**config.mk**
```make
export PLATFORM = sky130hd
export DESIGN_NAME = led_scan_decoder
export DESIGN_NICKNAME = d
export VERILOG_FILES = /design/src/rtl/led_scan_decoder.sv
export SDC_FILE = /design/constraint.sdc
export NUM_CORES = 1
export LEC_CHECK = 0
export ABC_AREA = 1
export CAP_MARGIN = 20
export CORE_AREA = 2 2 92 94
export DETAILED_ROUTE_END_ITERATION = 12
export DIE_AREA = 0 0 94 96
export GPL_TIMING_DRIVEN = 0
export PLACE_DENSITY = 0.75
export SYNTH_ARGS = -nofsm -noshare
export SYNTH_HDL_FRONTEND = slang
export SYNTH_SLANG_ARGS = --single-unit
```
**constraint.sdc**
```tcl
create_clock -name clk -period 2 [get_ports clk]
set_input_delay 0.2 -clock clk [delete_from_list [all_inputs] [get_ports clk]]
set_output_delay 0.2 -clock clk [all_outputs]
set_load 0.005 [all_outputs]
```
**src/rtl/led_scan_decoder.sv**
```systemverilog
// led_scan_decoder: recovers per-digit BCD/dp from a muxed 7-seg scan bus.
// Optional FrameCount output is enabled by LED_SCAN_FRAME_CNT_EN.
module led_scan_decoder #(
  parameter int DIGITS = 8,
  parameter int SETTLE = 4
) (
  input  logic                  clk,
  input  logic                  rst,
  input  logic [7:0]            LEDData,
  input  logic [DIGITS-1:0]     DigSel,
  output logic [4*DIGITS-1:0]   Digits,
  output logic [DIGITS-1:0]     DpMask,
  output logic [DIGITS-1:0]     ErrMask,
  output logic                  FrameValid,
  output logic                  SelErr
`ifdef LED_SCAN_FRAME_CNT_EN
  ,
  output logic [15:0]           FrameCount
`endif
);

  localparam int CW = $clog2(SETTLE + 1);
  localparam int SW = 8 + DIGITS;
  localparam logic [CW-1:0] SMAX = CW'(SETTLE);
  localparam logic [CW-1:0] ONE = CW'(1);

  typedef enum logic [1:0] {
    ST_IDLE,
    ST_SETTLE,
    ST_HOLD
  } state_t;

  state_t state;
  logic [SW-1:0] s;
  logic [SW-1:0] s_new;
  logic [CW-1:0] cnt;
  logic [CW-1:0] cnt_next;
  logic [DIGITS-1:0] seen;
  logic [DIGITS-1:0] seen_upd;
  logic [DIGITS-1:0] sel_low;
  logic changed;
  logic capture;
  logic one_hot;
  logic multi;
  logic hit;
  logic full;
  logic [4:0] dec;

  // Returns {error, value}.
  function automatic logic [4:0] decode(input logic [6:0] seg);
    unique case (seg)
      7'b1000000: decode = {1'b0, 4'h0};
      7'b1111001: decode = {1'b0, 4'h1};
      7'b0100100: decode = {1'b0, 4'h2};
      7'b0110000: decode = {1'b0, 4'h3};
      7'b0011001: decode = {1'b0, 4'h4};
      7'b0010010: decode = {1'b0, 4'h5};
      7'b0000010: decode = {1'b0, 4'h6};
      7'b1111000: decode = {1'b0, 4'h7};
      7'b0000000: decode = {1'b0, 4'h8};
      7'b0010000: decode = {1'b0, 4'h9};
      7'b1111111: decode = {1'b0, 4'hB};
      7'b0000110: decode = {1'b1, 4'hE};
      default:    decode = {1'b1, 4'hF};
    endcase
  endfunction

  assign s_new = {LEDData, DigSel};
  assign changed = (s_new != s);
  assign sel_low = ~DigSel;
  assign one_hot = $onehot(sel_low);
  assign multi = (sel_low != '0) && !one_hot;
  assign dec = decode(LEDData[6:0]);

  always_comb begin
    cnt_next = cnt;
    if (changed) cnt_next = ONE;
    else if (cnt != SMAX) cnt_next = cnt + ONE;
  end

  // One capture per dwell: only while settling or on the changing edge.
  assign capture = (cnt_next == SMAX) &&
                   (changed || state == ST_SETTLE);
  assign hit = capture && one_hot;
  assign seen_upd = seen | (hit ? sel_low : '0);
  assign full = hit && (&seen_upd);

  always_ff @(posedge clk or posedge rst) begin
    if (rst) begin
      s          <= '1;
      cnt        <= '0;
      state      <= ST_IDLE;
      seen       <= '0;
      Digits     <= {DIGITS{4'hB}};
      DpMask     <= '0;
      ErrMask    <= '0;
      FrameValid <= 1'b0;
      SelErr     <= 1'b0;
`ifdef LED_SCAN_FRAME_CNT_EN
      FrameCount <= '0;
`endif
    end else begin
      s          <= s_new;
      cnt        <= cnt_next;
      FrameValid <= full;
      seen       <= full ? '0 : seen_upd;
      if (capture)
        state <= (sel_low == '0) ? ST_IDLE : ST_HOLD;
      else if (changed)
        state <= ST_SETTLE;
      if (capture && multi)
        SelErr <= 1'b1;
      if (hit) begin
        for (int i = 0; i < DIGITS; i++) begin
          if (sel_low[i]) begin
            Digits[4*i +: 4] <= dec[3:0];
            DpMask[i]        <= ~LEDData[7];
            ErrMask[i]       <= dec[4];
          end
        end
      end
`ifdef LED_SCAN_FRAME_CNT_EN
      if (full && FrameCount != 16'hFFFF)
        FrameCount <= FrameCount + 16'd1;
`endif
    end
  end

endmodule

```
* Word level (Yosys, flattened, before mapping) *
Index checks and enable logic that the tools add are counted.
Widths: inputs -> output; s select.

operators by class
  add/sub/neg operators = 8
  equal/unequal tests = 16
  multiplexer cells = 8
  bitwise gates (word level) = 3
  reduce and logical (&&, ||, !) cells = 20

operators by type and width
  cell                 count
  $pmux 5 s12          1
  $eq 7x7->1 const B   4
  $eq 7x5->1 const B   3
  $mux 8               2
  $ne 16x16->1         1
  $reduce_and 2->1     8
  $eq 7x6->1 const B   2
  $add 1x1->2          4
  $logic_not 8->1      1
  $not 8->8            1
  $or 8x8->8           1
  $reduce_and 8->1     1
  $reduce_bool 8->1    1
  $eq 7x2->1 const B   1
  $eq 7x3->1 const B   1
  $logic_not 7->1      1
  $add 2x2->3          2
  $mux 2               3
  $mux 3               2
  $logic_and 1x1->1    5
  $add 3x3->4          1
  $eq 4x1->1 const B   1
  $add 3x1->3 const B  1
  $eq 3x3->1 const B   1
  6 further kinds      6

storage, ports and cells
  register bits = 79
  output and inout bits = 50
  word-level logic and storage cells = 85

* Longest topological paths before layout *
  word-level depth = 11
  mapped depth = 17
  depth with buffers taken out = 17

* Worst setup path before layout *
No wires, ideal clock.

  kind = input -> register
  from = input DigSel[0]
  to = register seen[0]
  library setup time = 0.113 ns
  arrival = 3.605 ns
  required time = 1.887 ns
  slack = -1.718 ns
  stages = 16
  path buffers = 0
  cell sequence = fa_1 > inv_1 > fa_1 > fa_1 > ha_1 > inv_1 > fa_1 > nand2_1 > a211oi_2 > nand4_1 > nand2_1 > nand2_1 > nor2_2 > nand3_4 > nand2_1 > inv_1

between the ends
  word-level cells in the longest chain between the ends = 11
  elaborated cells between the ends (all ways) = 16

RTL lines
  item                               line  RTL
  start: declaration                 10    input logic [DIGITS-1:0] DigSel,
  $not 8->8                          70    assign sel_low = ~DigSel;
  $add 1x1->2 (not written as such)  71    assign one_hot = $onehot(sel_low);
  $add 2x2->3 (not written as such)  71
  $add 3x3->4 (not written as such)  71
  $eq 4x1->1                         71
  $logic_and 1x1->1                  84    assign hit = capture && one_hot;
  $mux 8                             85    assign seen_upd = seen | (hit ? sel_low : '0);
  $or 8x8->8                         85
  $reduce_and 8->1                   86    assign full = hit && (&seen_upd);
  $logic_and 1x1->1                  86
  $mux 8 (*)                         106   seen <= full ? '0 : seen_upd;
  end signal: assignment             106
  end: declaration                   38    logic [DIGITS-1:0] seen;

Mark *: on every way between the ends. The rest lies on a longest branch, timed or not.
A chain may end at the register's enable or synchronous reset.

* Worst setup path in the final report *
  from = input DigSel[0]
  to = register seen[3]

The elaborated chain is that of the path after synthesis.

==> qor.txt <==
status: complete, but fails checks
failing checks: setup timing
first-pass GRT wire length: 13,800 um
Synth area leaders: dfstp_2 (28%), dfrtp_1 (26%), nand2_1 (13%)
HPWL Detailed: 6000 um
largest net degree at the start of global routing: 45
Die Ht: 96 um
placed insts: 591
initial antenna violation count: 0
Min-Delay Path Class: in2reg
H-tree depth: 3
largest family of logic cells by synthesized area: simple AND/OR/NAND/NOR gates
GR Util All Layers: 20.3%
fraction of the mapped netlist area in simple logic gates: 21.3%
# DRC: 0
vias in the first global route: 2,793
diode count: 0
most frequent cells in the layout: nand2_1 (97), clkdlybuf4s50_1 (63), inv_1 (61), dfstp_2 (40), dfrtp_1 (39)
relative slew slack: 48.1%
syn avg cell area: 8.83 um2
Core Area: 0.00805 mm2
via count: 3,118
clock buffer depth: 2
Final setup violation count: 58
Worst-Margin Slew: 0.777 ns
Tcrit/Tclk final: 176%
starting density of the core: 45.8%
CP max FO: 8
worst vdd ir: 0.348 mV
crit path time final: 3.53 ns
cell taking the most area after synthesis: dfstp_2
WP data required: 2.26 ns
Synth warnings: 0
Final Max Tran Viols: 0
fraction of layout cells with a size suffix above 1: 32.7%
Placer Congestion: 0.869
post-synthesis mux area share: 3.26%
P per Cell Area: 602 mW/mm2
Pleak: 2.70 nW
die area: 0.00902 mm2
Synth Area in Adders: 4.20%
max_cap viols: 0
fin area: 0.00531 mm2
Layout area overhead: 43.8%
Root Buffer: clkbuf_8
Final Non-Filler Cells: 634
Iter 0 DRT Violations: 145
IO Pins: 68
most common cell after layout, fill and taps aside: nand2_1
Max Clk Rate: 284 MHz
Routed WL: 9260 um
crit path DAT: 3.79 ns
nets: 552
PortBufs: 67
syn nets: 446
Inserted Clock Buffers: 9
Rows: 33
routed len/inst: 14.6 um
Clock Latency Late Sink: 0.37 ns
final core utilization: 65.9%
Worst-path clk slew: 0.08 ns
global route overflow: 0
Final WS setup: -1.53 ns
Fin Clk Skew: 0.0151 ns
CTS tree: yes
RSZ-0062 raised after global routing: true
crit path launch type: primary input
Compound-Gate Fraction of Synth Area: 7.09%
DR pass1 iterations: 4
sequential-to-total area share from yosys stat: 54.9%
Crit Path Class: in2reg
Synth Register Bits: 79
Placement Cell Area: 0.00457 mm2
Syn Std Cell Area: 0.00369 mm2
post-synth cell types: 32
Hold Violations, Final: 0
post-route ant nets: 0
Synth top area share: 28.5%
XOR/XNOR Fraction of Synth Area: 0.237%
DR vias/cell: 4.92
Die Width: 94 um
crit end category: register
Syn Inst Count: 418
CTS sink count: 79
cells by family (layout without fill, tap and decap cells):
group / count (synthesis) / count (layout)
multiplexers: 12 / 12
AO/OA/AOI/OAI: 48 / 48
buffers and inverters: 88 / 198
AND/OR/NAND/NOR: 180 / 181
flip-flops: 79 / 79
adder cells (fa/ha/maj): 10 / 10
XOR/XNOR: 1 / 1
per-layer routing:
metal  up-vias  routed length [um]  GRT usage, %
met2        75                4730          33.3
met5         -                   0             0
met3        17                 307          4.54
met1      1510                3980          26.2
li1       1516                   -             -
met4         0                 233          8.45
state kept, by name, summed over array words and instances (netlist names):
register,count
Digits,32
DpMask,8
ErrMask,8
FrameValid,1
SelErr,1
cnt,3
s,16
seen,8
state,2
cell type report:
class | instances | area (um2)
multi-input cells | 252 | 1570
repair buffers | 96 | 997
inverters | 79 | 300
flip-flops and latches | 79 | 2030
well taps | 105 | 131
clock buffers | 10 | 138
clock inverters | 6 | 51.3
plain buffers | 7 | 90.1
fillers | 607 | 2750
power breakdown:
group | switching [W] | internal [W]
logic | 0.000232 | 0.000170
registers | 0.00000848 | 0.00163
clock network | 0.000655 | 0.000502
total | 0.000895 | 0.00230
cells in the mapped netlist:
cell type	n
nor2_2	2
ha_1	6
dfrtp_1	39
nor4_1	2
a211oi_2	1
nand3_4	1
xor2_1	1
inv_2	14
a21oi_1	3
o2111ai_1	1
inv_1	64
dfstp_2	40
a21oi_2	1
o41ai_1	1
nor2_1	25
clkinv_1	1
nand3_1	6
nand4_2	1
and2_2	1
o21bai_1	1
clkbuf_1	7
nor2_8	1
o21ai_0	31
fa_1	4
nor3_1	5
nor4_4	1
nand4_1	9
buf_2	2
o21ai_1	9
mux2i_1	12
nand2_1	125
nand2_2	1
what timing repair did:
action | CTS | global route
cloned | 6 | 2
hold buffers | 2 | 0
endpoints found under the hold margin | 2 | 0
setup endpoints to repair | 58 | 59
pin swaps | 17 | 12
gates resized for setup | 71 | 58
setup buffers | 10 | 12
stage by stage:
step                hold slack [ns]  total power (W)  setup TNS [ns]  worst slack (ns)
floorplan                     0.204          0.00186          -81.32             -1.61
global placement              0.456          0.00195         -128.00             -2.53
detailed placement            0.461          0.00198         -134.58             -2.63
CTS                          0.0619          0.00319          -76.15             -1.53
global route                 0.0628          0.00334          -83.16             -1.69
finish                       0.0627          0.00320          -75.60             -1.53
worst max-delay path, cell delays in order:
cell	delay, ns
buf_8	0.10
fa_1	0.52
inv_1	0.05
fa_1	0.45
fa_1	0.50
ha_2	0.18
inv_2	0.04
fa_2	0.50
nand2_1	0.08
a211oi_4	0.18
buf_6	0.16
nand4_1	0.21
nand2_2	0.15
nand2_2	0.08
nor2_4	0.14
nand3_4	0.11
nand2_1	0.09
inv_1	0.04
path summary, 6_finish.rpt:
check	startpoint	end	slack (ns)	depth (start not counted)
max in group asynchronous	rst	s[2]$_DFF_PP1_	0.95	3
worst min register to register	Digits[23]$_DFFE_PP1P_	Digits[23]$_DFFE_PP1P_	0.47	2
worst min-delay path	DigSel[0]	s[0]$_DFF_PP1_	0.06	2
min in group asynchronous	rst	ErrMask[7]$_DFFE_PP0P_	0.32	2
worst max register to register	s[0]$_DFF_PP1_	seen[3]$_DFF_PP0_	-0.26	15
worst max-delay path	DigSel[0]	seen[3]$_DFF_PP0_	-1.53	18
Note: power is estimated with default switching activity, not from simulation.
